===== src/rtl/addsub_pipe_if.sv =====
// Operand/result handshake bundle for addsub_pipe.
// ADDSUB_SATURATE_EN adds the per-beat sat flag.
interface addsub_pipe_if #(
  parameter int WIDTH = 16
);
  logic             in_valid;
  logic             in_ready;
  logic [WIDTH-1:0] a;
  logic [WIDTH-1:0] b;
  logic             m;
`ifdef ADDSUB_SATURATE_EN
  logic             sat;
`endif
  logic             out_valid;
  logic             out_ready;
  logic [WIDTH-1:0] s;
  logic             cout;
  logic             ovf;
  logic             zero;

`ifdef ADDSUB_SATURATE_EN
  modport master (output in_valid, a, b, m, sat, out_ready,
                  input  in_ready, out_valid, s, cout, ovf, zero);
  modport slave  (input  in_valid, a, b, m, sat, out_ready,
                  output in_ready, out_valid, s, cout, ovf, zero);
`else
  modport master (output in_valid, a, b, m, out_ready,
                  input  in_ready, out_valid, s, cout, ovf, zero);
  modport slave  (input  in_valid, a, b, m, out_ready,
                  output in_ready, out_valid, s, cout, ovf, zero);
`endif
endinterface


===== src/rtl/addsub_pipe.sv =====
// Chunked CLA add/sub, STAGES-cycle latency; every stage holds while out_valid && !out_ready.
// ADDSUB_SATURATE_EN adds a per-beat sat input that clamps signed-overflowing results.
module addsub_pipe #(
  parameter int WIDTH  = 16,
  parameter int STAGES = 2
) (
  input logic          clk,
  input logic          rst_n,
  addsub_pipe_if.slave io
);
  localparam int C = WIDTH / STAGES;

  typedef struct packed {
    logic [C-1:0] sum;
    logic         c_msb;
    logic         c_out;
  } chunk_t;

  function automatic chunk_t cla(input logic [C-1:0] x, input logic [C-1:0] y, input logic ci);
    chunk_t       r;
    logic [C-1:0] g;
    logic [C-1:0] p;
    logic [C:0]   c;
    logic         gg;
    logic         pp;
    g    = x & y;
    p    = x ^ y;
    c    = '0;
    c[0] = ci;
    for (int i = 0; i < C; i++) begin
      // Group generate/propagate over bits i..0, so every carry depends only on ci.
      gg = g[i];
      pp = p[i];
      for (int j = i - 1; j >= 0; j--) begin
        gg = gg | (pp & g[j]);
        pp = pp & p[j];
      end
      c[i+1] = gg | (pp & ci);
    end
    r.sum   = p ^ c[C-1:0];
    r.c_msb = c[C-1];
    r.c_out = c[C];
    return r;
  endfunction

  logic [STAGES-1:0]            v_q, v_n;
  logic [STAGES-1:0][WIDTH-1:0] a_q, b_q, r_q, a_n, b_n, r_n;
  logic [STAGES-1:0]            c_q, c_n;
  logic                         ovf_q, zero_q, ovf_n, zero_n;
  logic                         advance;
`ifdef ADDSUB_SATURATE_EN
  logic [STAGES-1:0]            sat_q, sat_n;
`endif

  assign advance = !(v_q[STAGES-1] && !io.out_ready);

  always_comb begin
    logic [WIDTH-1:0] a_in;
    logic [WIDTH-1:0] b_in;
    logic [WIDTH-1:0] r_in;
    logic             c_in;
    logic             v_in;
    logic             sat_in;
    chunk_t           ch;
    v_n    = '0;
    a_n    = '0;
    b_n    = '0;
    r_n    = '0;
    c_n    = '0;
    ovf_n  = 1'b0;
    zero_n = 1'b0;
    ch     = '0;
    // b is pre-inverted for subtract, so m only matters as the stage-0 carry-in.
    a_in   = io.a;
    b_in   = io.b ^ {WIDTH{io.m}};
    r_in   = '0;
    c_in   = io.m;
    v_in   = io.in_valid;
`ifdef ADDSUB_SATURATE_EN
    sat_n  = '0;
    sat_in = io.sat;
`else
    sat_in = 1'b0;
`endif
    for (int k = 0; k < STAGES; k++) begin
      ch                = cla(a_in[k*C +: C], b_in[k*C +: C], c_in);
      r_in[k*C +: C]    = ch.sum;
      a_n[k]            = a_in;
      b_n[k]            = b_in;
      r_n[k]            = r_in;
      c_n[k]            = ch.c_out;
      v_n[k]            = v_in;
`ifdef ADDSUB_SATURATE_EN
      sat_n[k]          = sat_in;
`endif
      if (k == STAGES - 1) begin
        ovf_n = ch.c_msb ^ ch.c_out;
        if (sat_in && ovf_n)
          r_n[STAGES-1] = a_in[WIDTH-1] ? {1'b1, {(WIDTH-1){1'b0}}} : {1'b0, {(WIDTH-1){1'b1}}};
        zero_n = (r_n[STAGES-1] == '0);
      end
      a_in   = a_q[k];
      b_in   = b_q[k];
      r_in   = r_q[k];
      c_in   = c_q[k];
      v_in   = v_q[k];
`ifdef ADDSUB_SATURATE_EN
      sat_in = sat_q[k];
`endif
    end
  end

  always_ff @(posedge clk or negedge rst_n) begin
    if (!rst_n) begin
      v_q    <= '0;
      a_q    <= '0;
      b_q    <= '0;
      r_q    <= '0;
      c_q    <= '0;
      ovf_q  <= 1'b0;
      zero_q <= 1'b0;
`ifdef ADDSUB_SATURATE_EN
      sat_q  <= '0;
`endif
    end else if (advance) begin
      v_q <= v_n;
      // Bubbles leave data untouched so the outputs keep their last values.
      for (int k = 0; k < STAGES; k++) begin
        if (v_n[k]) begin
          a_q[k] <= a_n[k];
          b_q[k] <= b_n[k];
          r_q[k] <= r_n[k];
          c_q[k] <= c_n[k];
`ifdef ADDSUB_SATURATE_EN
          sat_q[k] <= sat_n[k];
`endif
        end
      end
      if (v_n[STAGES-1]) begin
        ovf_q  <= ovf_n;
        zero_q <= zero_n;
      end
    end
  end

  assign io.in_ready  = advance;
  assign io.out_valid = v_q[STAGES-1];
  assign io.s         = r_q[STAGES-1];
  assign io.cout      = c_q[STAGES-1];
  assign io.ovf       = ovf_q;
  assign io.zero      = zero_q;
endmodule


===== src/flat_wrapper.sv =====
// flat-port wrapper written by rule: the top's interface ports become plain ports
module addsub_pipe_flat 
#(
  parameter int WIDTH  = 16,
  parameter int STAGES = 2
)
  (clk, rst_n, io_in_valid, io_a, io_b, io_m, io_out_ready, io_in_ready, io_out_valid, io_s, io_cout, io_ovf, io_zero);
  addsub_pipe_if #(.WIDTH(WIDTH)) io_i ();
  input logic clk;
  input logic rst_n;
  input wire logic [$bits(io_i.in_valid)-1:0] io_in_valid;
  input wire logic [$bits(io_i.a)-1:0] io_a;
  input wire logic [$bits(io_i.b)-1:0] io_b;
  input wire logic [$bits(io_i.m)-1:0] io_m;
  input wire logic [$bits(io_i.out_ready)-1:0] io_out_ready;
  output wire logic [$bits(io_i.in_ready)-1:0] io_in_ready;
  output wire logic [$bits(io_i.out_valid)-1:0] io_out_valid;
  output wire logic [$bits(io_i.s)-1:0] io_s;
  output wire logic [$bits(io_i.cout)-1:0] io_cout;
  output wire logic [$bits(io_i.ovf)-1:0] io_ovf;
  output wire logic [$bits(io_i.zero)-1:0] io_zero;
  assign io_i.in_valid = io_in_valid;
  assign io_i.a = io_a;
  assign io_i.b = io_b;
  assign io_i.m = io_m;
  assign io_i.out_ready = io_out_ready;
  assign io_in_ready = io_i.in_ready;
  assign io_out_valid = io_i.out_valid;
  assign io_s = io_i.s;
  assign io_cout = io_i.cout;
  assign io_ovf = io_i.ovf;
  assign io_zero = io_i.zero;
  addsub_pipe #(.WIDTH(WIDTH), .STAGES(STAGES)) u_core (.clk(clk), .rst_n(rst_n), .io(io_i));
endmodule

===== config.mk =====
export PLATFORM = sky130hd
export DESIGN_NAME = addsub_pipe_flat
export DESIGN_NICKNAME = d
export VERILOG_FILES = /design/src/rtl/addsub_pipe_if.sv /design/src/rtl/addsub_pipe.sv /design/src/flat_wrapper.sv
export SDC_FILE = /design/constraint.sdc
export NUM_CORES = 1
export LEC_CHECK = 0
export CORE_ASPECT_RATIO = 1.5
export CORE_MARGIN = 4
export CORE_UTILIZATION = 50
export CTS_CLUSTER_DIAMETER = 80
export DETAILED_ROUTE_END_ITERATION = 10
export GPL_TIMING_DRIVEN = 0
export PLACE_DENSITY = 0.8
export REMOVE_ABC_BUFFERS = 1
export SYNTH_ARGS = -nofsm -noshare
export SYNTH_HDL_FRONTEND = slang
export SYNTH_SLANG_ARGS = --single-unit

===== constraint.sdc =====
create_clock -name clk -period 2.61 [get_ports clk]
set_input_delay 0.522 -clock clk [delete_from_list [all_inputs] [get_ports clk]]
set_output_delay 0.522 -clock clk [all_outputs]
set_load 0.05 [all_outputs]

==> results.json <==
{
  "status": "complete, no violations",
  "synth.distinct_cells": 41,
  "clock_sinks": 46,
  "hold_buffers": 0,
  "hold_violations": 0,
  "worst_setup_path_start_kind": "primary input",
  "yosys_most_used_dff": "dfrtp_1",
  "stdcell_count": 354,
  "synthMostInstantiatedCell": "dfrtp_1",
  "n_antenna_cell": 0,
  "ys_top_cells_by_area": "dfrtp_1 (46%), ha_1 (8.5%), mux2_2 (8.1%)",
  "drt-initial-drc-count": 59,
  "grt_usage": 0.1667,
  "yosys.area.top_type": "dfrtp_1",
  "p_sw_mw": 1.296,
  "cts_tree": "yes",
  "finalNetCount": 342,
  "dp.cells": 346,
  "num_rows": 31,
  "crit_type": "in -> out",
  "antenna_found_initial": 0,
  "fp.dieArea_sq_um": 6249,
  "power.leakage_nw": 1.429,
  "max_freq_mhz": 390.4,
  "core_sq_um": 4848,
  "cts_buffer_depth": 2,
  "ant_nets": 0,
  "crit_fanout": 5,
  "drive_gt1_frac": 0.1424,
  "rsz0062_at_grt": "false",
  "tightestPinTransition_ns": 0.7401,
  "final-setup-viol-count": 0,
  "skew_ns": 0.005893,
  "initial_core_util": 0.5185,
  "p_clk_frac": 0.158,
  "syn-cell-area_sq_um": 2514,
  "cts_htree_levels": 2,
  "root_buffer": "clkbuf_8",
  "cp-startpoint": "io_out_ready",
  "synth_cells": 231,
  "vias": 1830,
  "place_ws_ns": -0.8365,
  "synthTopCellsByCount": "dfrtp_1 (46), nand2_1 (30), o21ai_0 (25)",
  "clock_latency_ns": 0.29,
  "synth_top_cell_area_share": 0.4579,
  "die_x_um": 65.89,
  "rrSetupSlack_ns": 0.54,
  "dp_hpwl_um": 3620,
  "hold_class": "in -> async",
  "pwr-share-comb": 0.497,
  "grt_pass1_vias": 1895,
  "seq_area_frac_synth": 0.4579,
  "seq_power_share": 0.345,
  "synth_edf_count": 0,
  "die_height_um": 94.84,
  "fin_crit_ns": 2.561,
  "clk_pin_slew_ns": 0.08,
  "syn2layout_area_growth_pct": 29.27,
  "irDropWorstVdd_mv": 0.2939,
  "wirelength_um": 4702,
  "setup_ws_ns": 0.04880,
  "cts_made_buffers": 5,
  "p_int_mw": 1.805,
  "wire_per_inst_um": 13.28,
  "r2r_end": "u_core.io.s[15]",
  "yosysWarnings": 0,
  "ys_seq_elements": 46,
  "async_flop_share": 1.000,
  "grt_pass1_wl_um": 8052,
  "syn_area_per_cell_sq_um": 10.88,
  "portBuffers": 57,
  "swShare": 0.4179,
  "drt_first_pass_iters": 3,
  "gp_congestion": 0.8216,
  "drv_cap": 0,
  "final.setup.tns_ns": 0,
  "arrival_ns": 2.04,
  "grt_max_degree": 44,
  "gr-total-overflow": 0,
  "via_per_inst": 5.169,
  "endpoint_kind": "primary output",
  "worst_ep_required_time_ns": 2.09,
  "io_pins": 58,
  "reg2regPathDepth": 7,
  "r2r-start": "u_core.a_n[24]",
  "drc": 0,
  "cellPowerDensity_nw_per_um2": 954.5,
  "slew_violations": 0,
  "post-route-period-util": 0.9813,
  "slew_headroom": 0.5049
}
power by group through the flow:
stage	Combinational (mW)	Sequential, mW	Clock (mW)
after floorplan	0.581	1.54	0
final	1.54	1.07	0.490
after global routing	1.65	1.10	0.533
after global placement	1.51	1.07	0
after CTS	1.56	1.07	0.505
after detailed placement	1.55	1.09	0
per-stage QoR:
step                      cell area (sq um)  total power [mW]    util  hold WS [ns]
after floorplan                        2467             2.119       -        0.2264
after global placement                 3120             2.582  0.6436        0.4595
after CTS                              3247             3.134  0.6697       0.06758
after global routing                   3249             3.282  0.6702       0.07321
final                                  3249             3.102  0.6702       0.06757
after detailed placement               3136             2.633  0.6467        0.3946
area by class of cell:
type	count	area, sq um
well taps	66	82.58
multi-input cells	170	1296
flip-flops and latches	46	1151
clock buffers	8	110.1
inverters	6	22.52
fillers	387	1599
repair buffers	58	586.8
per-layer routing:
layer | share of wire | vias to the layer above | GRT usage
li1 | - | 915 | -
met5 | 0 | - | 0
met2 | 0.55 | 35 | 0.3188
met3 | 0.032 | 8 | 0.02976
met4 | 0.022 | 0 | 0.07439
met1 | 0.39 | 872 | 0.1708
worst max-delay path by stage:
stage | endpoint | slack [ns] | cells after the start
floorplan | u_core.a_n[24] | 0.15 | 3
global placement | u_core.r_n[23] | -0.84 | 9
detailed placement | u_core.r_n[23] | -0.84 | 9
CTS | io_in_ready | 0.08 | 3
global route | u_core.r_n[21] | 0.003 | 9
finish | io_in_ready | 0.05 | 3
placed cells by master, fill, tap and decap left out, types with 2 or more instances in the layout:
| master | synthesis | final |
|---|---|---|
| clkdlybuf4s50_1 | 0 | 55 |
| o31ai_1 | 2 | 2 |
| mux2_2 | 18 | 18 |
| mux2i_1 | 2 | 2 |
| nand2_2 | 1 | 2 |
| nor3_1 | 5 | 5 |
| a21o_1 | 2 | 2 |
| nand2b_1 | 2 | 2 |
| nor2_1 | 7 | 7 |
| o21ai_0 | 25 | 25 |
| inv_1 | 6 | 6 |
| xnor2_1 | 11 | 11 |
| clkbuf_8 | 0 | 8 |
| dfrtp_1 | 46 | 46 |
| o21ai_1 | 2 | 2 |
| a21oi_1 | 6 | 6 |
| o211ai_2 | 2 | 2 |
| nand2_1 | 30 | 29 |
| ha_1 | 17 | 17 |
| xor2_1 | 18 | 18 |
flip-flops by register name (all words and copies together), names as in the netlist:
| signal | flops |
|---|---|
| u_core.a_n | 8 |
| u_core.b_n | 8 |
| u_core.c_q | 2 |
| u_core.io.ovf | 1 |
| u_core.io.s | 16 |
| u_core.io.zero | 1 |
| u_core.r_n | 8 |
| u_core.v_q | 2 |
critical path: stages:
cell and delay [ns]:
clkdlybuf4s50_1 0.45, nand2b_1 0.22, clkdlybuf4s50_1 0.85
timing repair:
item | CTS | global route
setup endpoints to repair | 7 | 0
buffers inserted | 0 | 0
resized for setup | 3 | 0
endpoints found under the hold margin | 0 | 0
kinds of logic (layout without fill, tap and decap cells):
kind of cell,count (synthesis),in the layout,synth area share
simple gates,54,54,0.1011
compound gates,49,49,0.1314
flops,46,46,0.4579
xor+xnor,29,29,0.1010
mux,20,20,0.08860
fa+ha+maj,18,18,0.09258
buf+inv,15,72,0.02737
Power figures use the tool's default switching activity.
==> variant 1, RTL diff (same flow settings) <==
Make the reset (`rst_n`) synchronous in one clocked block.
--- a/src/rtl/addsub_pipe.sv
+++ b/src/rtl/addsub_pipe.sv
@@ -110,7 +110,7 @@
     end
   end
 
-  always_ff @(posedge clk or negedge rst_n) begin
+  always_ff @(posedge clk) begin
     if (!rst_n) begin
       v_q    <= '0;
       a_q    <= '0;
Behaviour: differs if rst_n is asserted again (counterexample within 4 cycles, from zero or initial values and one cycle with rst_n low); with rst_n held inactive, the same outputs for 4 cycles.
==> variant 1 against the original RTL <==
  * Synthesized area fell by 2.3%
  * Critical path depth rose by 1
  * Sequential cell count did not move
  * Routed wire length rose by 11%
  * Worst setup slack improved by 0.094 ns
  * Design area fell by 2.8%
  * Final cell count rose by 17%
  * Register-to-register slack got worse by 0.11 ns
  * Critical endpoint unchanged
  * Largest cell class unchanged
  * Highest routed layer unchanged
Power is not compared: it rests on default switching activity, and its combinational part moved more than twofold at a synthesized area within 25%.
==> variant 1: results (changes against the original RTL) <==
XOR/XNOR Fraction of Synth Area 8.91% (was 10.1%); dpl cell area 3050 um^2 (was 3140 um^2); WL met2 2.90 mm (was 2.60 mm); syn avg cell area 8.19 um^2 (was 10.9 um^2); status finished, final reports clean (unchanged); gpl congestion 0.825 (was 0.822); Commonest cells post-synth nand2_1, dfxtp_1, a21oi_1 (was dfrtp_1, nand2_1, o21ai_0); TritonRoute pass-1 iters 4 (was 3); top cells by area, synth dfxtp_1, nand2_1, ha_1, a21oi_1, xnor2_1 (was dfrtp_1, ha_1, mux2_2, xor2_1, o21ai_0); Compound-Gate Fraction of Synth Area 20.1% (was 13.1%); Cell Count, Final, Fillers Out 415 (was 354); Max-slew headroom 26.8% (was 50.5%); reg2reg start u_core.c_q[0] (was u_core.a_n[24]); part of the Yosys area used for sequential elements 37.5% (was 45.8%); met2 Usage GRT 35.5% (was 31.9%); Nets 403 (was 342); layout cell share with drive strength beyond 1 5.73% (was 14.2%); post-synthesis mux area share 0.408% (was 8.86%); Adder-Cell Fraction of Synth Area 9.48% (was 9.26%); largest net degree at the start of global routing 43 (was 44); routed wl met3 219 um (was 149 um); drt wl/cell 12.6 um (was 13.3 um); Metal-1 WL 2.02 mm (was 1.85 mm); CTS-repair resized insts 6 (was 3); Hold WC Path Type reg -> reg (was in -> async); FFs w/ async S/R, synth 0% (was 100%); Starting DRT DRC Count 81 (was 59)
[variant 1: where the power goes]
part / switching, mW / leakage, nW / internal, mW
Sequential: 0.0312 / 0.378 / 0.753
Combinational: 0.259 / 0.781 / 0.211
Clock: 0.233 / 0.0579 / 0.282
[variant 1: final timing paths]
| path | cells past startpoint | slack [ns] | endpoint |
|---|---|---|---|
| min | 2 | 0.46 | u_core.io.s[11] |
| max reg2reg | 8 | 0.43 | u_core.io.zero |
| min reg2reg | 2 | 0.46 | u_core.io.s[11] |
| max | 4 | 0.14 | io_in_ready |
[variant 1: layout make-up]
| cell class | count | area (um^2) |
|---|---|---|
| inverters | 8 | 31.3 |
| multi-input cells | 230 | 1450 |
| clock buffers | 5 | 68.8 |
| clock inverters | 3 | 40.0 |
| fillers | 459 | 1650 |
| repair buffers | 57 | 568 |
| well taps | 66 | 82.6 |
| flip-flops and latches | 46 | 921 |
==> variant 2, RTL diff (same flow settings) <==
Without the edit above. `STAGES` is set to 2 in 2 places; all go to 4.
--- a/src/rtl/addsub_pipe.sv
+++ b/src/rtl/addsub_pipe.sv
@@ -2,7 +2,7 @@
 // ADDSUB_SATURATE_EN adds a per-beat sat input that clamps signed-overflowing results.
 module addsub_pipe #(
   parameter int WIDTH  = 16,
-  parameter int STAGES = 2
+  parameter int STAGES = 4
 ) (
   input logic          clk,
   input logic          rst_n,
--- a/src/flat_wrapper.sv
+++ b/src/flat_wrapper.sv
@@ -2,7 +2,7 @@
 module addsub_pipe_flat 
 #(
   parameter int WIDTH  = 16,
-  parameter int STAGES = 2
+  parameter int STAGES = 4
 )
   (clk, rst_n, io_in_valid, io_a, io_b, io_m, io_out_ready, io_in_ready, io_out_valid, io_s, io_cout, io_ovf, io_zero);
   addsub_pipe_if #(.WIDTH(WIDTH)) io_i ();
Check against the original RTL: not equivalent (Yosys sat finds a counterexample within 4 cycles, from zero or initial values and one cycle with rst_n low).
==> variant 2 against the original RTL <==
  * Routed wire length is 55% higher
  * Core utilization is 4.0 points lower
  * Global-route usage is 1.1 points lower
  * Sequential cell count is 52 higher
  * Design area is 64% higher
  * Synthesized area is 74% higher
  * Worst setup slack better by 0.17 ns
  * Total power is 120% higher
  * Critical endpoint unchanged
  * Largest power group unchanged
==> variant 2: results (changes against the original RTL) <==
gpl congestion 0.740 (was 0.822); transition time of the tightest slew-check pin 0.895 ns (was 0.740 ns); ANT cells 0 (unchanged); Commonest cells post-synth dfrtp_1, mux2_2, nand2_1 (was dfrtp_1, nand2_1, o21ai_0); first-pass GRT wire length 12.6 mm (was 8.05 mm); CTS-repair resized insts 2 (was 3); status finished, final reports clean (unchanged); Adder-Cell Fraction of Synth Area 5.94% (was 9.26%); clock latency on the worst-skew pair 0.33 ns (was 0.29 ns); max-slew violation count 0 (unchanged); Netlist cell types 31 (was 41); Post-CTS Setup Bufs 0 (unchanged); Worst EP arrival 1.87 ns (was 2.04 ns); XOR/XNOR Fraction of Synth Area 5.20% (was 10.1%); H-tree depth 3 (was 2); top cells by area, synth dfrtp_1, mux2_2, ha_1, mux2_1, xnor2_1 (was dfrtp_1, ha_1, mux2_2, xor2_1, o21ai_0); TritonRoute pass-1 iters 4 (was 3); Vias/cell 5.31 (was 5.17); Nets 453 (was 342); vias in the first global route 2783 (was 1895); Num CTS Buffers 9 (was 5); post-synthesis mux area share 17.5% (was 8.86%); drt wl/cell 14.3 um (was 13.3 um); pre-CTS WS -0.698 ns (was -0.837 ns); Main synth FF type dfrtp_1 (unchanged); FFs w/ async S/R, synth 100% (unchanged); Global Route Usage Sum 15.5% (was 16.7%); Starting DRT DRC Count 107 (was 59); Compound-Gate Fraction of Synth Area 7.42% (was 13.1%); part of the Yosys area used for sequential elements 56.0% (was 45.8%); Clk pin slew, worst setup/hold paths 0.06 ns (was 0.08 ns); Clock Tree Buf Depth 2 (unchanged); initial antenna violation count 0 (unchanged); dpl cell area 5030 um^2 (was 3140 um^2); yosys warns 0 (unchanged); Hold WC Path Type in -> async (unchanged); largest fanout on the critical path 10 (was 5); largest net degree at the start of global routing 51 (was 44); Leak Pwr 2.41 nW (was 1.43 nW); DP Wirelength 5.11 mm (was 3.62 mm); clock skew 0.00387 ns (was 0.00589 ns); number of I/O port buffers 57 (unchanged); clock root cell clkbuf_16 (was clkbuf_8); layout cell share with drive strength beyond 1 16.2% (was 14.2%); VDD IR-drop max 0.697 mV (was 0.294 mV)
## variant 2: cell count changes after synthesis, sizes merged, moves of 6 or more
cell	change
mux2	+42
buf	+9
dfrtp	+52
xor2	-9
mux2i	+7
inv	+10
xnor2	+6
## variant 2: worst max-delay path: stages
cell and delay [ns]:
clkdlybuf4s50_1 0.44, nand2b_1 0.32, dlygate4sd2_1 0.58
## variant 2: metrics by stage
step | TNS, ns | power (mW) | hold slack, ns | std cells
floorplan | -1.18 | 4.60 | 0.226 | 328
global placement | -247.56 | 5.31 | 0.458 | 492
detailed placement | -8.39 | 5.45 | 0.469 | 493
CTS | -0.0894 | 6.82 | 0.224 | 508
global route | 0 | 7.21 | 0.257 | 508
finish | 0 | 6.73 | 0.213 | 508
## variant 2: per-layer routing
metal / share of wire, % / up-vias / track usage, %
met2: 52 / 50 / 25.9
met1: 41 / 1341 / 18.5
met4: 2.4 / 0 / 8.12
li1: - / 1294 / -
met3: 4.3 / 15 / 4.16
met5: 0 / - / 0
## variant 2: final timing paths
path,to,cells past startpoint,slack [ns],start
min reg2reg,u_core.b_n[25],2,0.48,u_core.b_n[25]
max reg2reg,u_core.io.zero,4,0.54,u_core.v_q[3]
max,io_in_ready,3,0.22,io_out_ready
min,u_core.v_q[0],1,0.21,rst_n
max in group asynchronous,u_core.r_n[37],2,1.75,rst_n
min in group clk,u_core.b_n[25],2,0.48,u_core.b_n[25]
## variant 2: cells by family after synthesis
group / count (synthesis)
muxes: 69
DFF: 98
and+or+nand+nor: 48
adders and majority gates: 19
buffers and inverters: 31
xor gates and xnor gates: 26
AOI/OAI and AO/OA: 52
## variant 2: power breakdown
group / switching, mW / internal, mW / leakage (nW)
Sequential: 0.384 / 2.19 / 1.19
Clock: 0.514 / 0.814 / 0.152
Combinational: 1.54 / 1.28 / 1.06
Total: 2.44 / 4.28 / 2.41
## variant 2: layout make-up
class / instances / area (um^2)
clock inverter: 2 / 35.0
timing repair buffer: 58 / 589
fill: 678 / 3130
clock buffer: 13 / 270
sequential: 98 / 2450
inverter: 16 / 60.1
tap: 107 / 134
multi-input combinational: 214 / 1790
